==> src/rtl/adder_seq_pkg.sv <==
// Shared constants and state encoding for the adder sequencer and its key debouncers.
package adder_seq_pkg;
    localparam int OPW       = 4;
    localparam int RW        = 5;
    localparam int KEY_STEP  = 0;
    localparam int KEY_CLEAR = 1;

    typedef enum logic [2:0] {
        ST_IDLE   = 3'd0,
        ST_LOAD_A = 3'd1,
        ST_LOAD_B = 3'd2,
        ST_EXEC   = 3'd3,
        ST_SHOW   = 3'd4
    } state_t;
endpackage

==> src/rtl/key_debounce.sv <==
// Synchronizes and debounces one active-low key; emits a 1-cycle pulse on each accepted press.
// Latency: 2 + DEBOUNCE_CYCLES cycles from a stable press to the pulse.
// No backpressure: the pulse is dropped if the consumer ignores it.
module key_debounce #(
    parameter int DEBOUNCE_CYCLES = 500000
) (
    input  logic clk,
    input  logic rst_n,
    input  logic key_raw,
    output logic press
);
    localparam int CW = $clog2(DEBOUNCE_CYCLES + 1);

    logic          sync1;
    logic          sync2;
    logic          level;
    logic [CW-1:0] cnt;

    always_ff @(posedge clk) begin
        if (!rst_n) begin
            sync1 <= 1'b1;
            sync2 <= 1'b1;
            level <= 1'b1;
            cnt   <= '0;
            press <= 1'b0;
        end else begin
            sync1 <= key_raw;
            sync2 <= sync1;
            press <= 1'b0;
            // Any cycle where the synced key agrees with the accepted level restarts the run.
            if (sync2 != level) begin
                if (cnt == CW'(DEBOUNCE_CYCLES - 1)) begin
                    level <= sync2;
                    cnt   <= '0;
                    press <= ~sync2;
                end else begin
                    cnt <= cnt + CW'(1);
                end
            end else begin
                cnt <= '0;
            end
        end
    end
endmodule

==> src/rtl/adder_sequencer.sv <==
// Steps an operator through A/B entry, drives the shared adder, latches and displays the sum.
// Latency: result latched ADD_LAT+1 cycles after entering EXEC; keys add 2+DEBOUNCE_CYCLES.
// No backpressure: STEP presses outside a state that consumes them are dropped, never queued.
module adder_sequencer
    import adder_seq_pkg::*;
#(
    parameter int DEBOUNCE_CYCLES = 500000,
    parameter int ADD_LAT         = 2
) (
    input  logic       CLK,
    input  logic       RST_N,
    input  logic [9:0] SW,
    input  logic [1:0] KEY,
    output logic [3:0] ADD_X,
    output logic [3:0] ADD_Y,
    output logic       ADD_CIN,
    input  logic [7:0] ADD_S,
    input  logic       ADD_COUT,
    output logic [7:0] DISP_VAL,
    output logic       DISP_BLANK,
    output logic [9:0] LED,
    output logic       BUSY,
    output logic       OVF
);
    state_t          state;
    state_t          state_nxt;
    logic            step;
    logic            clear;
    logic [OPW-1:0]  a;
    logic [OPW-1:0]  b;
    logic            cin;
    logic [RW-1:0]   r;
    logic            ovf;
    logic [3:0]      lat_cnt;
    logic            exec_on;
    logic [2:0]      state_code;
    logic            unused_sw;

    key_debounce #(.DEBOUNCE_CYCLES(DEBOUNCE_CYCLES)) u_step (
        .clk     (CLK),
        .rst_n   (RST_N),
        .key_raw (KEY[KEY_STEP]),
        .press   (step)
    );

    key_debounce #(.DEBOUNCE_CYCLES(DEBOUNCE_CYCLES)) u_clear (
        .clk     (CLK),
        .rst_n   (RST_N),
        .key_raw (KEY[KEY_CLEAR]),
        .press   (clear)
    );

    always_ff @(posedge CLK) begin
        if (!RST_N) state <= ST_IDLE;
        else        state <= state_nxt;
    end

    always_comb begin
        state_nxt  = state;
        DISP_VAL   = '0;
        DISP_BLANK = 1'b1;
        if (clear) begin
            state_nxt = ST_IDLE;
        end else begin
            case (state)
                ST_IDLE:   if (step) state_nxt = ST_LOAD_A;
                ST_LOAD_A: if (step) state_nxt = ST_LOAD_B;
                ST_LOAD_B: if (step) state_nxt = ST_EXEC;
                ST_EXEC:   if (lat_cnt == 4'd0) state_nxt = ST_SHOW;
                ST_SHOW:   if (step) state_nxt = ST_LOAD_A;
                default:   state_nxt = ST_IDLE;
            endcase
        end
        case (state)
            ST_LOAD_A, ST_LOAD_B: begin
                DISP_VAL   = {4'h0, SW[OPW-1:0]};
                DISP_BLANK = 1'b0;
            end
            ST_SHOW: begin
                DISP_VAL   = {3'b000, r};
                DISP_BLANK = 1'b0;
            end
            default: ;
        endcase
    end

    always_ff @(posedge CLK) begin
        if (!RST_N) begin
            a       <= '0;
            b       <= '0;
            cin     <= 1'b0;
            r       <= '0;
            ovf     <= 1'b0;
            lat_cnt <= '0;
        end else if (clear) begin
            a   <= '0;
            b   <= '0;
            cin <= 1'b0;
            r   <= '0;
            ovf <= 1'b0;
        end else begin
            case (state)
                ST_LOAD_A: if (step) a <= SW[OPW-1:0];
                ST_LOAD_B: if (step) begin
                    b       <= SW[OPW-1:0];
                    cin     <= SW[9];
                    lat_cnt <= 4'(ADD_LAT);
                end
                ST_EXEC: begin
                    // Carry-out and any stray upper sum bits both mean the result exceeds 4 bits.
                    if (lat_cnt == 4'd0) begin
                        r   <= ADD_S[RW-1:0];
                        ovf <= ADD_COUT | (|ADD_S[7:OPW]);
                    end else begin
                        lat_cnt <= lat_cnt - 4'd1;
                    end
                end
                ST_SHOW: if (step) ovf <= 1'b0;
                default: ;
            endcase
        end
    end

    assign exec_on    = (state == ST_EXEC);
    assign state_code = state;
    assign ADD_X      = a;
    assign ADD_Y      = b;
    assign ADD_CIN    = cin;
    assign BUSY       = exec_on;
    assign OVF        = ovf;
    assign LED        = {5'b00000, ovf, exec_on, state_code};
    assign unused_sw  = ^SW[8:OPW];
endmodule

==> config.mk <==
export PLATFORM = sky130hd
export DESIGN_NAME = adder_sequencer
export DESIGN_NICKNAME = d
export VERILOG_FILES = /design/src/rtl/adder_seq_pkg.sv /design/src/rtl/key_debounce.sv /design/src/rtl/adder_sequencer.sv
export SDC_FILE = /design/constraint.sdc
export NUM_CORES = 1
export LEC_CHECK = 0
export CORE_UTILIZATION = 52
export DETAILED_ROUTE_END_ITERATION = 7
export MAX_ROUTING_LAYER = met4
export PLACE_DENSITY = 0.84
export SKIP_CTS_REPAIR_TIMING = 1
export SLEW_MARGIN = 20
export SYNTH_ARGS = -nofsm -noshare
export SYNTH_HDL_FRONTEND = slang
export SYNTH_SLANG_ARGS = --single-unit
==> constraint.sdc <==
create_clock -name CLK -period 2.22 [get_ports CLK]
set_input_delay 0.666 -clock CLK [delete_from_list [all_inputs] [get_ports CLK]]
set_output_delay 0.666 -clock CLK [all_outputs]
set_load 0.02 [all_outputs]
==> qor.csv <==
metric,value,unit
synthAdderAreaFrac,1.63,%
synth_common_cells,"68 x dfxtp_1, 54 x nor2_1, 27 x nand2_1",
dpl.cell_count,468,
cp-end-kind,output pin,
num_rows,27,
final_cells,484,
grt-ovfl-total,0,
synth_compound_area_share,7.28,%
r2r_start,u_clear.cnt[7]$_SDFF_PP0_,
antenna_left,0,
tns,0,ns
die_w,78.9,um
drive_gt1_share,12.1,%
port_buffers,39,
crit_path_start,SW[2],
synth_most_common_cell,dfxtp_1,
clock_skew,0.00896,ns
r2r.worst_path.cells,4,
clock_path_buffers,2,
ir_drop,461,uV
critical_path_depth,3,
start_util,54.9,%
yosysWarnings,0,
drt_iter0_drc,131,
insertion_delay,0.34,ns
avgRoutedWirePerCell,13.3,um
drt-vias-per-instance,5.31,
maxSlewViolCount,0,
async_flop_share,0,%
crit_path_cell_trace,clkdlybuf4s50_1 > a22o_1 > clkbuf_2,
setup_viol,0,
synth_top_area_share,44.2,%
relSlewSlack,60.6,%
antenna_cells,0,
p_leak,1.27,nW
yosys_most_used_dff,dfxtp_1,
power,2.40,mW
r2r-end,u_clear.cnt[7]$_SDFF_PP0_,
ys_ff_latch,68,
yosys.area_share.simple,28.9,%
dieHeight,78.9,um
vias,2571,
fin_crit_sh,96.8,%
crit_type,in2out,
cts_inserted_buffers,9,
clk_pin_slew,0.07,ns
avgSynthCellArea,8.77,um^2
hpwl,4550,um
antenna_found_initial,0,
dr.pass1.iters,4,
synth_area,3080,um^2
fmax,465,MHz
synth.distinct_cells,45,
grt_use_total,23.1,%
drc,0,
endpoint,DISP_VAL[2],
drv_cap,0,
r2r_slack,0.17,ns
wl,6420,um
cts-root-buf,clkbuf_8,
first_global_vias,2458,
synthTopCellsByArea,"dfxtp_1 44%, xnor2_1 7.1%, nor2_1 6.6%, nand2_1 3.3%, mux2i_1 2.9%",
gp_congestion,0.817,
startpoint_type,input pin,
hold_viol_final,0,
arrival,1.48,ns
min_path_type,reg2reg,
grt_pass1_wl,10900,um
place_area,3600,um^2
crit_buf_inv,2,
nNetsFinal,434,
tritoncts,yes,
p_per_area,632,nW/um^2
die_area,6230,um^2
synth_seq_area_share,44.2,%
synth_top_family_by_area,simple AND/OR/NAND/NOR gates,
grt_start_max_net_pins,19,
synth_xor_area_share,9.11,%
status,"finished, final reports clean",
synthCells,351,
final_area,3800,um^2
num_io_pins,53,
crit_family,buffers and inverters,
rsz0062_at_grt,false,
min_period,2.15,ns
synth_edf_count,0,
cts.sinks,68,
cp_max_fo,3,
coreArea,5610,um^2
synth_mux_area_share,2.93,%
synth_top_area_cell,dfxtp_1,
htree_levels,3,
synthToLayoutAreaGrowth,23.4,%
worst_slew_pin_slew,0.576,ns
slowest_stage,clkdlybuf4s50_1,
cp.required,1.55,ns
cp_slowest_stage_delay,0.45,ns
## how the worst min path moves through the flow
stage	startpoint	to	slack, ns	depth (start not counted)
after floorplan	u_clear.sync1$_SDFF_PN1_	u_clear.sync2$_SDFF_PN1_	0.39	1
after global placement	u_step.sync1$_SDFF_PN1_	u_step.sync2$_SDFF_PN1_	0.39	1
after detailed placement	u_clear.sync1$_SDFF_PN1_	u_clear.sync2$_SDFF_PN1_	0.40	1
after CTS	u_step.sync1$_SDFF_PN1_	u_step.sync2$_SDFF_PN1_	0.41	1
after global routing	u_step.sync1$_SDFF_PN1_	u_step.sync2$_SDFF_PN1_	0.44	1
final	u_step.sync1$_SDFF_PN1_	u_step.sync2$_SDFF_PN1_	0.40	1
## logic make-up (layout without fill, tap and decap cells)
group / Yosys count / after routing
other: 1 / 8
xor gates and xnor gates: 32 / 32
DFF: 68 / 68
buffers and inverters: 34 / 88
adders and majority gates: 4 / 4
and+or+nand+nor: 168 / 168
AOI/OAI and AO/OA: 35 / 35
muxes: 9 / 9
## layer usage
layer / global-route usage (%) / wire length (um) / up-vias
met3: 7.24 / 383 / 9
met4: 8.18 / 80 / 0
met2: 38.6 / 3090 / 64
li1: - / - / 1308
met5: - / 0 / -
met1: 26.2 / 2860 / 1190
## placed cells by master (no fill, tap or decap), types with 14 or more instances in the layout
cell             instances
dfxtp_1                 68
nor2_1                  53
clkdlybuf4s50_1         31
nand2_1                 27
xnor2_1                 25
nand3_1                 18
buf_4                   18
nor3_1                  16
inv_1                   15
a21oi_1                 14
## power breakdown
| part | internal [mW] | switching, mW | leakage, nW |
|---|---|---|---|
| Clock | 0.628 | 0.469 | 0.109 |
| Sequential | 1.22 | 0.00266 | 0.549 |
| Combinational | 0.0381 | 0.0373 | 0.615 |
## layout make-up
class	instances	area, um^2
multi-input combinational	256	1570
inverter	15	56.3
tap	72	90.1
sequential	68	1360
clock buffer	9	124
clock inverter	7	91.3
timing repair buffer	57	508
fill	433	1810
## state kept, by name, summed over array words and instances (netlist names), 3 cells and up
signal / flops
ADD_X: 4
u_clear.cnt: 19
ADD_Y: 4
r: 5
u_step.cnt: 19
state: 3
lat_cnt: 4
## worst reg2reg max path, stage by stage, from the launching register on
cell     delay, ns
dfxtp_1       0.36
or4_1         0.59
nor4_2        0.33
a21o_1        0.52
nor2_1        0.12
## metrics by stage
step / hold WS [ns] / setup WS [ns] / utilization (%)
floorplan: 0.386 / 0.0697 / -
global placement: 0.390 / -0.370 / 64.1
detailed placement: 0.401 / -0.370 / 64.1
CTS: 0.410 / -0.399 / 68.0
global route: 0.436 / 0.0109 / 67.7
finish: 0.405 / 0.0711 / 67.7
Note: power is estimated with default switching activity, not from simulation.
